[config.mk]
export PLATFORM = sky130hd
export DESIGN_NAME = led_breath_pwm
export DESIGN_NICKNAME = d
export VERILOG_FILES = /design/src/rtl/led_pkg.sv /design/src/rtl/led_pwm_core.sv /design/src/rtl/led_breath_pwm.sv
export SDC_FILE = /design/constraint.sdc
export NUM_CORES = 1
export LEC_CHECK = 0
export CAP_MARGIN = 20
export CORE_AREA = 2 2 75 77
export DETAILED_ROUTE_END_ITERATION = 10
export DIE_AREA = 0 0 77 79
export GPL_ROUTABILITY_DRIVEN = 1
export SYNTH_ARGS = -nofsm -noshare
export SYNTH_HDL_FRONTEND = slang
export SYNTH_SLANG_ARGS = --single-unit
[constraint.sdc]
create_clock -name clk -period 1.85 [get_ports clk]
set_input_delay 0.37 -clock clk [delete_from_list [all_inputs] [get_ports clk]]
set_output_delay 0.37 -clock clk [all_outputs]
set_load 0.01 [all_outputs]
[src/rtl/led_pkg.sv]
// Shared LED constants and the breathing-FSM state type.
package led_pkg;

    typedef enum logic [1:0] {
        OFF       = 2'd0,
        RAMP_UP   = 2'd1,
        ON        = 2'd2,
        RAMP_DOWN = 2'd3
    } breath_state_t;

    // Board clock shared with the blinker; 1953 cycles per step gives ~10 ms for a full fade.
    localparam int unsigned LED_CLK_HZ       = 32'd50_000_000;
    localparam int unsigned DEF_PWM_BITS     = 32'd8;
    localparam int unsigned DEF_STEP_DIV     = 32'd1953;

endpackage

[src/rtl/led_pwm_core.sv]
// Free-running PWM counter with compare and true-100% override, registered output.
module led_pwm_core #(
    parameter int unsigned PWM_BITS = 8
) (
    input  logic                clk,
    input  logic                rst_n,
    input  logic [PWM_BITS-1:0] duty,
    output logic                pwm_out
);

    localparam logic [PWM_BITS-1:0] MAX = {PWM_BITS{1'b1}};

    logic [PWM_BITS-1:0] pwm_cnt_r;
    logic                pwm_out_r;
    logic                pwm_nxt_s;

    // Compare against the free-running counter; full scale holds the pin high.
    always_comb begin
        pwm_nxt_s = 1'b0;
        if (duty == MAX) begin
            pwm_nxt_s = 1'b1;
        end else begin
            pwm_nxt_s = (pwm_cnt_r < duty);
        end
    end

    // Counter and registered pin drive.
    always_ff @(posedge clk or negedge rst_n) begin
        if (!rst_n) begin
            pwm_cnt_r <= {PWM_BITS{1'b0}};
            pwm_out_r <= 1'b0;
        end else begin
            pwm_cnt_r <= pwm_cnt_r + PWM_BITS'(1);
            pwm_out_r <= pwm_nxt_s;
        end
    end

    assign pwm_out = pwm_out_r;

endmodule

[src/rtl/led_breath_pwm.sv]
// LED breathing driver: ramps brightness toward led_req and drives a PWM pin.
// Optional build macro LED_BREATH_GAMMA_EN adds a squared-brightness stage.
module led_breath_pwm
    import led_pkg::*;
#(
    parameter int unsigned PWM_BITS = DEF_PWM_BITS,
    parameter int unsigned STEP_DIV = DEF_STEP_DIV
) (
    input  logic                clk,
    input  logic                rst_n,
    input  logic                en,
    input  logic                led_req,
    output logic                led_pwm,
    output logic [PWM_BITS-1:0] level,
    output logic                busy
);

    localparam logic [PWM_BITS-1:0] MAX       = {PWM_BITS{1'b1}};
    localparam int unsigned         CNT_W     = (STEP_DIV > 32'd1) ? $clog2(STEP_DIV) : 32'd1;
    localparam logic [CNT_W-1:0]    STEP_LAST = CNT_W'(STEP_DIV - 32'd1);

    breath_state_t       state_r, state_nxt_s;
    logic [PWM_BITS-1:0] level_r, level_nxt_s;
    logic [CNT_W-1:0]    step_cnt_r, step_nxt_s;
    logic                busy_r;
    logic                tick_s;
    logic [PWM_BITS-1:0] duty_s;

    assign tick_s = (step_cnt_r == STEP_LAST);

    // Next state, level and step counter; a direction change beats a same-cycle tick.
    always_comb begin
        state_nxt_s = state_r;
        level_nxt_s = level_r;
        step_nxt_s  = step_cnt_r;
        if (!en) begin
            state_nxt_s = OFF;
            level_nxt_s = {PWM_BITS{1'b0}};
            step_nxt_s  = {CNT_W{1'b0}};
        end else begin
            case (state_r)
                OFF: begin
                    if (led_req) begin
                        state_nxt_s = RAMP_UP;
                        step_nxt_s  = {CNT_W{1'b0}};
                    end else begin
                        step_nxt_s  = {CNT_W{1'b0}};
                    end
                end
                RAMP_UP: begin
                    if (!led_req) begin
                        state_nxt_s = RAMP_DOWN;
                        step_nxt_s  = {CNT_W{1'b0}};
                    end else if (tick_s) begin
                        step_nxt_s = {CNT_W{1'b0}};
                        if (level_r >= (MAX - PWM_BITS'(1))) begin
                            level_nxt_s = MAX;
                            state_nxt_s = ON;
                        end else begin
                            level_nxt_s = level_r + PWM_BITS'(1);
                        end
                    end else begin
                        step_nxt_s = step_cnt_r + CNT_W'(1);
                    end
                end
                ON: begin
                    if (!led_req) begin
                        state_nxt_s = RAMP_DOWN;
                        step_nxt_s  = {CNT_W{1'b0}};
                    end else begin
                        step_nxt_s  = {CNT_W{1'b0}};
                    end
                end
                RAMP_DOWN: begin
                    if (led_req) begin
                        state_nxt_s = RAMP_UP;
                        step_nxt_s  = {CNT_W{1'b0}};
                    end else if (tick_s) begin
                        step_nxt_s = {CNT_W{1'b0}};
                        if (level_r <= PWM_BITS'(1)) begin
                            level_nxt_s = {PWM_BITS{1'b0}};
                            state_nxt_s = OFF;
                        end else begin
                            level_nxt_s = level_r - PWM_BITS'(1);
                        end
                    end else begin
                        step_nxt_s = step_cnt_r + CNT_W'(1);
                    end
                end
                default: begin
                    state_nxt_s = OFF;
                    level_nxt_s = {PWM_BITS{1'b0}};
                    step_nxt_s  = {CNT_W{1'b0}};
                end
            endcase
        end
    end

    // State, level, divider and busy registers.
    always_ff @(posedge clk or negedge rst_n) begin
        if (!rst_n) begin
            state_r    <= OFF;
            level_r    <= {PWM_BITS{1'b0}};
            step_cnt_r <= {CNT_W{1'b0}};
            busy_r     <= 1'b0;
        end else begin
            state_r    <= state_nxt_s;
            level_r    <= level_nxt_s;
            step_cnt_r <= step_nxt_s;
            busy_r     <= (state_nxt_s == RAMP_UP) || (state_nxt_s == RAMP_DOWN);
        end
    end

`ifdef LED_BREATH_GAMMA_EN
    logic [2*PWM_BITS-1:0] sq_s;
    logic [PWM_BITS-1:0]   gduty_s;
    logic [PWM_BITS-1:0]   gduty_r;

    // Squared brightness; full scale is pinned so ON stays a true 100%.
    always_comb begin
        sq_s = (2*PWM_BITS)'(level_r) * (2*PWM_BITS)'(level_r);
        if (level_r == MAX) begin
            gduty_s = MAX;
        end else begin
            gduty_s = sq_s[2*PWM_BITS-1:PWM_BITS];
        end
    end

    // Gamma pipeline register.
    always_ff @(posedge clk or negedge rst_n) begin
        if (!rst_n) begin
            gduty_r <= {PWM_BITS{1'b0}};
        end else begin
            gduty_r <= en ? gduty_s : {PWM_BITS{1'b0}};
        end
    end

    // en gates duty directly so the pin goes dark one cycle after en drops.
    assign duty_s = en ? gduty_r : {PWM_BITS{1'b0}};
`else
    assign duty_s = en ? level_r : {PWM_BITS{1'b0}};
`endif

    led_pwm_core #(
        .PWM_BITS (PWM_BITS)
    ) u_core (
        .clk     (clk),
        .rst_n   (rst_n),
        .duty    (duty_s),
        .pwm_out (led_pwm)
    );

    assign level = level_r;
    assign busy  = busy_r;

endmodule

==> impl_results.md, run 1 <==
* Number of diodes added for antenna fixing at 0
* EDFF count, synth at 0
* Final number of setup-violating endpoints at 0
* GR Overflow Total at 0
* Max rail drop VDD at 0.291 mV
* Final period util at 0.989
* Nets at about 260
* Outcome: completed
* CP Data Arrival Time at about 2.0 ns
* Port buffer count at 13
* Latest clock arrival within the worst-skew pair at about 0.28 ns
* Starting utilization of the core area at 0.351
* Die Footprint at 6080 um^2
* Setup slack after placement at -0.244 ns
* HPWL after detailed placement at around 3000 um
* Startpoint type of the worst setup path: flip-flop
* First-pass GRT wire length at around 7000 um
* Post-synthesis cell count at 196
* Buffer depth of the longest clock path at 2
* Clock tree from TritonCTS: done
* Number of antenna violations at the first check in global routing at 0
* Die extent in y at a little under 80 um
* Total number of yosys warnings at 0
* Share of the yosys chip area belonging to registers at 0.401
* RSZ-0062 raised after global routing: true
* Number of H-tree branching levels at 2
* Highest metal layer with signal wires: met4
* Fraction of layout cells with a size suffix above 1 at 0.235
* # Max-Cap Violations at 0
* DRC viols at 0
* Power per cell area at approximately 530 nW/um^2
* Max frequency at approximately 0.55 GHz
* Router iterations before antenna repair at 4
* Number of violations reported at the end of detailed-routing iteration 0 at between 90 and 100
* Post-Route Skew at ~0.0078 ns
* Async SR Flop Fraction at 1.00
* Most used flip-flop cell after synthesis: sky130_fd_sc_hd__dfrtp_1
* Overall routing resource usage at 0.144
* CP Data Required Time at ~2.0 ns
* Routability-driven placement congestion ratio at between 0.7 and 0.8
* Most frequent cells in the layout: 30 x sky130_fd_sc_hd__buf_4, 29 x sky130_fd_sc_hd__dfrtp_1, 24 x sky130_fd_sc_hd__nand2_1, 16 x sky130_fd_sc_hd__nor2_1
* Total Wirelength at a little over 4000 um
* Most common cell after layout, fill and taps aside: sky130_fd_sc_hd__buf_4
* Ports placed on the boundary at 14
* CTS Buf Count at 5
* Clock-pin transition on the worst setup and hold timing paths at approximately 0.070 ns
* Fin Hold WS at about 0.47 ns
* Root buffer selected by CTS: sky130_fd_sc_hd__clkbuf_8
* Post-DRT Antenna Nets at 0
* Category of the critical setup timing path: reg2reg
* Library cells used by synthesis at 45
* Type of element capturing the critical path: flip-flop
* Detailed-route wire length per cell at around 13 um
* Vias in the first global route at around 1.5k
* Synthesized area per cell at approximately 9.5 um^2
* P&R area growth vs syn at 30.2%
* Routed metal-1 wire length at between 1500 and 2000 um
* Post-layout min period at 1.83 ns
* Leakage power figure at between 1 and 1.5 nW
* Met3 WL post-DR at 144 um
* Final Hold Viols at 0
* Floorplan Core Area at between 5000 and 6000 um^2
* Floorplan row count at 27
* Die boundary width at roughly 77 um
* Post-CTS Hold Fix Bufs at 0
* Drt via density at around 5
* Sum of negative setup slack at 0 ns
* Type of the worst min-delay path: in2async
* Yosys reg bits at 30
* Rel. slew slack at 0.729
* Syn Std Cell Area at roughly 1900 um^2
* Syn Nets at 214
* Transition time at the pin with the least slew margin at approximately 0.40 ns
* Sink count of the clock tree at 30
* Final setup slack of the worst path at ~0.021 ns
* Met2 layer wire length in the routed design at between 1500 and 2000 um
* DR vias at roughly 1.5k
* Maximum net fanout on the critical path at 2
* Pin count of the biggest net entering global routing at 31
* Fin. max-slew vios at 0
critical path, stage by stage (launching register included):
cell and delay (ns):
sky130_fd_sc_hd__dfrtp_1 0.39, sky130_fd_sc_hd__or4_4 0.56, sky130_fd_sc_hd__nor4_4 0.25, sky130_fd_sc_hd__buf_4 0.18
sky130_fd_sc_hd__nand4_1 0.09, sky130_fd_sc_hd__a21oi_1 0.17, sky130_fd_sc_hd__a311oi_1 0.06
cells by family (layout without fill, tap and decap cells):
group	after synthesis	in the layout	share of synthesized area
buffers and inverters	16	58	0.0408
adder cells (fa/ha/maj)	14	14	0.0936
AND/OR/NAND/NOR	82	82	0.228
XOR/XNOR	26	26	0.122
AO/OA/AOI/OAI	28	28	0.115
flip-flops	30	30	0.401
synthesized netlist by cell type, drive strengths merged, types with 2 or more instances:
master | count | area [um^2]
a21oi | 3 | 15.0
a31oi | 2 | 12.5
and3 | 5 | 31.3
and4 | 2 | 18.8
buf | 3 | 27.5
clkbuf | 5 | 18.8
dfrtp | 30 | 751
ha | 14 | 175
inv | 8 | 30.0
nand2 | 25 | 93.8
nand2b | 3 | 18.8
nand3 | 13 | 65.1
nand4 | 3 | 18.8
nor2 | 16 | 60.1
nor3 | 3 | 15.0
nor4 | 2 | 27.5
o21ai | 5 | 25.0
o221ai | 4 | 35.0
o31ai | 2 | 15.0
or2 | 2 | 12.5
or3 | 2 | 13.8
xnor2 | 13 | 114
xor2 | 13 | 114
area by class of cell:
type,instances,area (um^2)
Fill cell,516,2900
Timing Repair Buffer,44,367
Tap cell,72,90.1
Inverter,8,30.0
Sequential cell,30,752
Multi-Input combinational cell,150,1120
Clock buffer,6,82.6
sequential cells by signal, indices dropped and copies added, names as in the netlist:
name              cells
level                 8
state_r               2
step_cnt_r           11
u_core.pwm_cnt_r      8
u_core.pwm_out        1
report_power, final:
part           internal [W]  switching, W
registers          0.000662     0.0000116
clock network      0.000287      0.000242
logic             0.0000396     0.0000511
total              0.000988      0.000305
per-stage QoR:
step           utilization  power (W)  cells  area [um^2]
6_report             0.457    0.00129    310         2440
3_5_place_dp         0.425   0.000771    303         2270
3_3_place_gp         0.425   0.000770    303         2270
5_1_grt              0.457    0.00135    310         2440
2_1_floorplan            -   0.000719    196         1870
4_1_cts              0.443    0.00130    309         2370
per-layer routing:
layer	up-vias	GRT usage
met5	-	0
met4	0	0.0518
met3	6	0.0341
met2	24	0.235
met1	738	0.187
li1	774	-
worst paths after layout:
kind                                                    start                             to  slack, ns  depth (start not counted)
worst max-delay path                     level[3]$_DFFE_PN0P_           state_r[0]$_DFF_PN0_       0.02                          6
worst min-delay path                                    rst_n  u_core.pwm_cnt_r[5]$_DFF_PN0_       0.47                          2
worst max register to register           level[3]$_DFFE_PN0P_           state_r[0]$_DFF_PN0_       0.02                          6
worst min register to register  u_core.pwm_cnt_r[7]$_DFF_PN0_  u_core.pwm_cnt_r[7]$_DFF_PN0_       0.49                          1
max in group asynchronous                               rst_n           level[6]$_DFFE_PN0P_       1.08                          2
min in group clk                u_core.pwm_cnt_r[7]$_DFF_PN0_  u_core.pwm_cnt_r[7]$_DFF_PN0_       0.49                          1
what timing repair did:
item	4_1_cts	5_1_grt
setup endpoints to repair	20	20
gates cloned	0	0
buffers inserted	0	1
gates resized for setup	3	14
pin swaps	1	5
Note: power is estimated with default switching activity, not from simulation.
==> run 2: changes to the inputs <==
- HOLD_SLACK_MARGIN: default -> 0.15
==> results of run 2 <==
No change in the layout: final DEF, timing and power equal those of run 1.
==> run 3: changes to the inputs <==
- CAP_MARGIN: 20 -> 30
- CORE_AREA: 2 2 75 77 -> 2 2 63 65
- DIE_AREA: 0 0 77 79 -> 0 0 65 67
- PLACE_DENSITY: default -> 0.74
- SLEW_MARGIN: default -> 40
==> run 3 against run 2 <==
Compared with the run above: sequential cell count is the same; global-route usage grew 7.8 points; final cell count shrank 11%; critical path depth shrank 2; die area shrank 28%; power shrank 0.26%; routed wire length grew 5.3%; clock skew shrank 0.00079 ns; combinational power shrank 2.8%; hold slack gained 0.0020 ns; via count grew 1.2%; critical path type unchanged; largest cell class unchanged; highest routed layer unchanged.
==> impl_results.md, run 3 (same netlist as run 1, synthesis figures left out) <==
* Number of flip-flops under the largest register name at 11 (unchanged)
* CP Data Arrival Time at 1.98 ns (about the same)
* Type of element capturing the critical path: flip-flop (unchanged)
* HPWL after detailed placement at 3070 um (was 2970 um)
* DR vias at 1561 (was 1542)
* First-pass GRT wire length at 7380 um (was 7000 um)
* Sequential standard cell area at 751 um^2 (was 752 um^2)
* Die extent in y at 67 um (was 79 um)
* Max rail drop VDD at 0.481 mV (was 0.291 mV)
* Router iterations before antenna repair at 4 (unchanged)
* P&R area growth vs syn at 24.8% (was 30.2%)
* # Max-Cap Violations at 0 (unchanged)
* CP Data Required Time at 2.01 ns (about the same)
* Fin. max-slew vios at 0 (unchanged)
* Drt via density at 5.64 (was 4.97)
* Routability-driven placement congestion ratio at 0.837 (was 0.792)
* Fraction of layout cells with a size suffix above 1 at 0.205 (was 0.235)
* Post-DRT Antenna Nets at 0 (unchanged)
* Post-CTS Hold Fix Bufs at 0 (unchanged)
* Pin count of the biggest net entering global routing at 31 (unchanged)
* Max frequency at 0.551 GHz (was 0.547 GHz)
* Register with the most flip-flops: step_cnt_r (unchanged)
* Maximum net fanout on the critical path at 8 (was 2)
* Number of diodes added for antenna fixing at 0 (unchanged)
* Most frequent cells in the layout: 30 x sky130_fd_sc_hd__dfrtp_1, 25 x sky130_fd_sc_hd__nand2_1, 22 x sky130_fd_sc_hd__buf_4, 15 x sky130_fd_sc_hd__nor2_1 (was 30 x sky130_fd_sc_hd__buf_4, 29 x sky130_fd_sc_hd__dfrtp_1, 24 x sky130_fd_sc_hd__nand2_1, 16 x sky130_fd_sc_hd__nor2_1)
* Overall routing resource usage at 0.222 (was 0.144)
* Startpoint type of the worst setup path: flip-flop (unchanged)
* Final number of setup-violating endpoints at 0 (unchanged)
* Final period util at 0.982 (was 0.989)
* Die Footprint at 4360 um^2 (was 6080 um^2)
* Starting utilization of the core area at 0.519 (was 0.351)
* Post-Route Skew at 0.00696 ns (was 0.00775 ns)
* Most common cell after layout, fill and taps aside: sky130_fd_sc_hd__dfrtp_1 (was sky130_fd_sc_hd__buf_4)
* RSZ-0062 raised after global routing: true (unchanged)
* Final core area utilization at 0.648 (was 0.457)
* Vias in the first global route at 1605 (was 1506)
* Buffer depth of the longest clock path at 2 (unchanged)
* Type of the worst min-delay path: in2async (unchanged)
* Number of antenna violations at the first check in global routing at 0 (unchanged)
* Clock-pin transition on the worst setup and hold timing paths at 0.07 ns (about the same)
* Area of combinational cells with multiple inputs at 1120 um^2 (about the same)
* Root buffer selected by CTS: sky130_fd_sc_hd__clkbuf_8 (unchanged)
* Clock tree from TritonCTS: done (unchanged)
* Total Wirelength at 4260 um (was 4050 um)
* Port buffer count at 13 (unchanged)
* Power per cell area at 552 nW/um^2 (was 530 nW/um^2)
* GR Overflow Total at 0 (unchanged)
* DRC viols at 0 (unchanged)
* Startpoint of the worst register-to-register path: level[2]$_DFFE_PN0P_ (was level[3]$_DFFE_PN0P_)
* Number of fill cells in the layout at 288 (was 516)
* Detailed-route wire length per cell at 15.4 um (was 13.1 um)
* Post-layout min period at 1.82 ns (was 1.83 ns)
* Total Power at 0.00129 W (about the same)
* Category of the critical setup timing path: reg2reg (unchanged)
* Leakage power figure at 1.06 nW (was 1.10 nW)
* Floorplan row count at 22 (was 27)
* Nets at 248 (was 257)
* Beginning of the critical path: level[2]$_DFFE_PN0P_ (was level[3]$_DFFE_PN0P_)
* Transition time at the pin with the least slew margin at 0.603 ns (was 0.401 ns)
* Ports placed on the boundary at 14 (unchanged)
* Sink count of the clock tree at 30 (unchanged)
* Final Hold Viols at 0 (unchanged)
* Fin Hold WS at 0.477 ns (was 0.475 ns)
* Rel. slew slack at 0.596 (was 0.729)
* Outcome: completed (unchanged)
* Floorplan Core Area at 3610 um^2 (was 5340 um^2)
* Worst R2R Path Depth at 4 (was 6)
* Number of violations reported at the end of detailed-routing iteration 0 at 148 (was 97)
* CTS Buf Count at 5 (unchanged)
* Number of H-tree branching levels at 2 (unchanged)
* Die boundary width at 65 um (was 77 um)
* Latest clock arrival within the worst-skew pair at 0.28 ns (about the same)
-- run 3: changes by cell type in the layout (fill, tap and decap cells not counted), sizes merged --
cell / previous run / this run
buf: 31 / 22
clkdlybuf4s50: 13 / 12
dlygate4sd2: 0 / 1
-- run 3: path summary, 6_finish.rpt --
check                                                 to  slack [ns]
setup reg to reg                    level[3]$_DFFE_PN0P_        0.03
min in group clk           u_core.pwm_cnt_r[0]$_DFF_PN0_        0.50
hold / removal                   step_cnt_r[3]$_DFF_PN0_        0.48
max in group asynchronous        step_cnt_r[1]$_DFF_PN0_        1.09
hold reg to reg            u_core.pwm_cnt_r[0]$_DFF_PN0_        0.50
setup / recovery                    level[3]$_DFFE_PN0P_        0.03
-- run 3: layer usage --
metal | up-vias | global-route usage | wire [um]
li1 | 753 | - | -
met1 | 765 | 0.253 | 1740
met2 | 38 | 0.416 | 2310
met3 | 5 | 0.0507 | 159
met4 | 0 | 0.0559 | 53
met5 | - | 0 | 0
-- run 3: metrics by stage --
stage	setup WS [ns]	cells	TNS [ns]	cell area, um^2
global placement	-0.183	270	-2.29	2170
CTS	0.00598	277	0	2280
global route	-0.0516	277	-0.181	2340
finish	0.0337	277	0	2340
detailed placement	-0.300	270	-3.46	2170
floorplan	-0.00605	196	-0.00728	1870
-- run 3: critical path, stage by stage (launching register included) --
cell                       delay (ns)
sky130_fd_sc_hd__dfrtp_1         0.41
sky130_fd_sc_hd__or4_4           0.57
sky130_fd_sc_hd__nor4_4          0.28
sky130_fd_sc_hd__a211oi_4        0.17
sky130_fd_sc_hd__a32o_1          0.26
-- run 3: repair_timing --
| action | in CTS | in global routing |
|---|---|---|
| buffers inserted | 1 | 0 |
| gates resized for setup | 5 | 12 |
| pin swaps | 2 | 6 |
| setup endpoints to repair | 11 | 21 |
-- run 3: area by class of cell --
cell class	instances	share of cell area
clock buffer	6	0.0354
inverter	8	0.0129
multi-input combinational	150	0.479
sequential	30	0.321
tap	48	0.0257
timing repair buffer	35	0.126
-- run 3: where the power goes --
| group | leakage [nW] | internal (W) | switching (W) | total [W] |
|---|---|---|---|---|
| combinational | 0.610 | 0.0000365 | 0.0000516 | 0.0000882 |
| sequential | 0.402 | 0.000662 | 0.0000123 | 0.000675 |
| clock | 0.0431 | 0.000286 | 0.000240 | 0.000527 |
| total | 1.06 | 0.000985 | 0.000304 | 0.00129 |
==> edit (flow settings as in run 1) <==
The package constant `DEF_STEP_DIV` goes from 32'd1953 to 32'd3906.
--- a/src/rtl/led_pkg.sv
+++ b/src/rtl/led_pkg.sv
@@ -12,5 +12,5 @@
     localparam int unsigned LED_CLK_HZ       = 32'd50_000_000;
     localparam int unsigned DEF_PWM_BITS     = 32'd8;
-    localparam int unsigned DEF_STEP_DIV     = 32'd1953;
+    localparam int unsigned DEF_STEP_DIV     = 32'd3906;
 
 endpackage
Check against the original RTL: same outputs for any inputs over 10 cycles, from zero or initial values and one cycle with rst_n low; that may be too few to reach the edited logic, so the function may still have changed.
==> edit against run 1 <==
Cell area grew 8.6%; sequential cell count up 1; count of clock-buffer cells in the layout unchanged; critical path depth increased by 1; the run now ends with setup timing left; worst setup slack worse by 0.27 ns; maximum frequency down 13%; power up 4.3%; area after synthesis is 4.8% higher; largest cell class unchanged; routed wire length is 21% higher; synthesized cell count increased by 9.7%.
==> edit: results (changes against run 1) <==
{| class="wikitable"
! Metric !! Value
|-
| Result of the run || complete, but fails checks
|-
| Failing checks || setup timing
|-
| Relative max-transition margin || 64.2% (-8.7 points)
|-
| Most common library cells after synthesis || dfrtp_1 (31), nor2_1 (23), nand2_1 (22)
|-
| Adder-cell share of the synthesized area || 8.93% (-0.43 points)
|-
| Count of unique library cells instantiated by Yosys || 48 (+6.7%)
|-
| Final setup skew || 0.00305 ns (-0.00470 ns)
|-
| Static Leak || 1.16 nW (+4.9%)
|-
| Number of synthesized flops with an enable pin || 0 (unchanged)
|-
| Crit path DAT || 2.26 ns (+0.28 ns)
|-
| Inserted Diodes || 0 (unchanged)
|-
| Share of synthesized area spent on multiplexers || 0.510% (+0.51 points)
|-
| Part of the Yosys area used for sequential elements || 39.5% (-0.57 points)
|-
| Final Wtd Congestion || 0.815 (+2.9%)
|-
| Nets || 290 (+13%)
|-
| Length of routed wiring on met1 || 2.22 mm (+15%)
|-
| Clock root buffer || clkbuf_8
|-
| Post-DP HPWL || 3.49 mm (+18%)
|-
| GRT Total Usage || 17.4% (+3.0 points)
|-
| Synth top area cells || dfrtp_1 (40%), ha_1 (8.9%), xnor2_1 (4.5%)
|-
| Largest driver fanout on the critical path || 5 (+3)
|-
| Synthesized-area fraction occupied by ao, oa, aoi and oai cells || 17.5% (+6.0 points)
|-
| First-pass GRT wire length || 8.44 mm (+21%)
|-
| Area share of xor/xnor cells in the synthesized design || 7.59% (-4.6 points)
|-
| Largest register FFs || 12 (+1)
|-
| Final sum of negative setup slack || -1.66 ns (-1.66 ns)
|-
| Maximum resistive drop on vdd || 369 uV (+27%)
|-
| Wire length per cell || 14.2 um (+9.0%)
|-
| Via count of the first global-routing pass || 1826 (+21%)
|-
| Synthesized net count || 233 (+8.9%)
|-
| Maximum single-stage delay on the critical path || 0.45 ns (-0.11 ns)
|-
| Layout cells sized above 1 || 26.4% (+2.8 points)
|-
| Met3 wirelength from detailed routing || 137 um (-4.9%)
|-
| # fillers || 529 (+2.5%)
|-
| Drt pass-1 iters || 4 (unchanged)
|-
| Final worst setup slack || -0.244 ns (-0.265 ns)
|-
| DP Worst Slack || -0.304 ns (-0.0602 ns)
|-
| Dominant combinational cell family by area after synthesis || simple AND/OR/NAND/NOR gates
|-
| Maximum number of pins on one net before global-route repair || 32 (+3.2%)
|-
| Clk buf depth || 2 (unchanged)
|-
| Met2 Wirelength || 2.49 mm (+30%)
|-
| Clock transition at the registers of the reported paths || 0.07 ns (about the same)
|-
| Number of failing setup endpoints in the final timing report || 12 (+12)
|-
| Initial drt markers || 68 (-30%)
|-
| Mean number of vias per cell || 5.16 (+3.7%)
|}
edit: cell types whose count changed after synthesis, sizes merged, moves of 3 or more:
| cell | run 1 | this run |
|---|---|---|
| o22ai | 1 | 5 |
| a21o | 1 | 4 |
| o21ai | 5 | 12 |
| nand4b | 0 | 3 |
| xor2 | 13 | 7 |
| o221ai | 4 | 0 |
| nor2 | 16 | 23 |
| xnor2 | 13 | 10 |
| nand2 | 25 | 22 |
| clkbuf | 5 | 8 |
edit: worst reg2reg max path, cell delays in order (launching register included):
cell and delay (ns):
dfrtp_1 0.38, inv_1 0.05, ha_1 0.13, or3b_4 0.37, or4_4 0.45, or4_4 0.43, o2111ai_2 0.07, o31ai_1 0.09
edit: report_power, final:
part           total [W]  leakage [nW]  internal, W  switching [W]
registers       0.000692         0.416     0.000683     0.00000826
clock network   0.000530        0.0412     0.000263       0.000267
logic           0.000127         0.698    0.0000551      0.0000720
total            0.00135          1.16      0.00100       0.000347
edit: final cells by class:
type	count	share of cell area [%]
multi-input combinational	165	44.2
sequential	31	29.3
timing repair buffer	59	18.4
tap	72	3.40
clock buffer	6	2.74
inverter	10	1.42
clock inverter	2	0.473
edit: worst paths after layout:
check	startpoint	end	slack (ns)	depth (start not counted)
setup / recovery	step_cnt_r[1]	state_r[0]	-0.24	7
hold / removal	rst_n	level[1]	0.48	2
max in group asynchronous	rst_n	level[5]	1.05	2
min in group clk	u_core.pwm_cnt_r[7]	u_core.pwm_cnt_r[7]	0.48	1
hold reg to reg	u_core.pwm_cnt_r[7]	u_core.pwm_cnt_r[7]	0.48	1
setup reg to reg	step_cnt_r[1]	state_r[0]	-0.24	7
edit: stage by stage:
stage / total power (W) / util [%] / cells / area (um^2) / hold WS, ns
after global routing: 0.00140 / 49.6 / 345 / 2650 / 0.516
after global placement: 0.000823 / 46.5 / 335 / 2480 / 0.471
after detailed placement: 0.000825 / 46.5 / 335 / 2480 / 0.476
after floorplan: 0.000761 / - / 215 / 1980 / 0.0744
after CTS: 0.00136 / 49.0 / 344 / 2620 / 0.486
final: 0.00135 / 49.6 / 345 / 2650 / 0.476
edit: kinds of logic (layout without fill, tap and decap cells):
logic type,after synthesis,in the layout
compound gates,47,47
xor+xnor,17,17
fa+ha+maj,14,14
buf+inv,19,77
flops,31,31
mux,1,1
simple gates,86,86
edit: metal layers:
metal  track usage (%)  vias to the layer above
li1                  -                      892
met1              20.7                      855
met2              31.8                       24
met3              3.18                        8
met4              5.89                        0
met5                 0                        -
edit: timing repair:
| item | CTS | global route |
|---|---|---|
| cloned | 0 | 0 |
| setup endpoints to repair | 23 | 24 |
| pin swaps | 3 | 4 |
| buffers inserted | 1 | 1 |
| gates resized for setup | 9 | 8 |
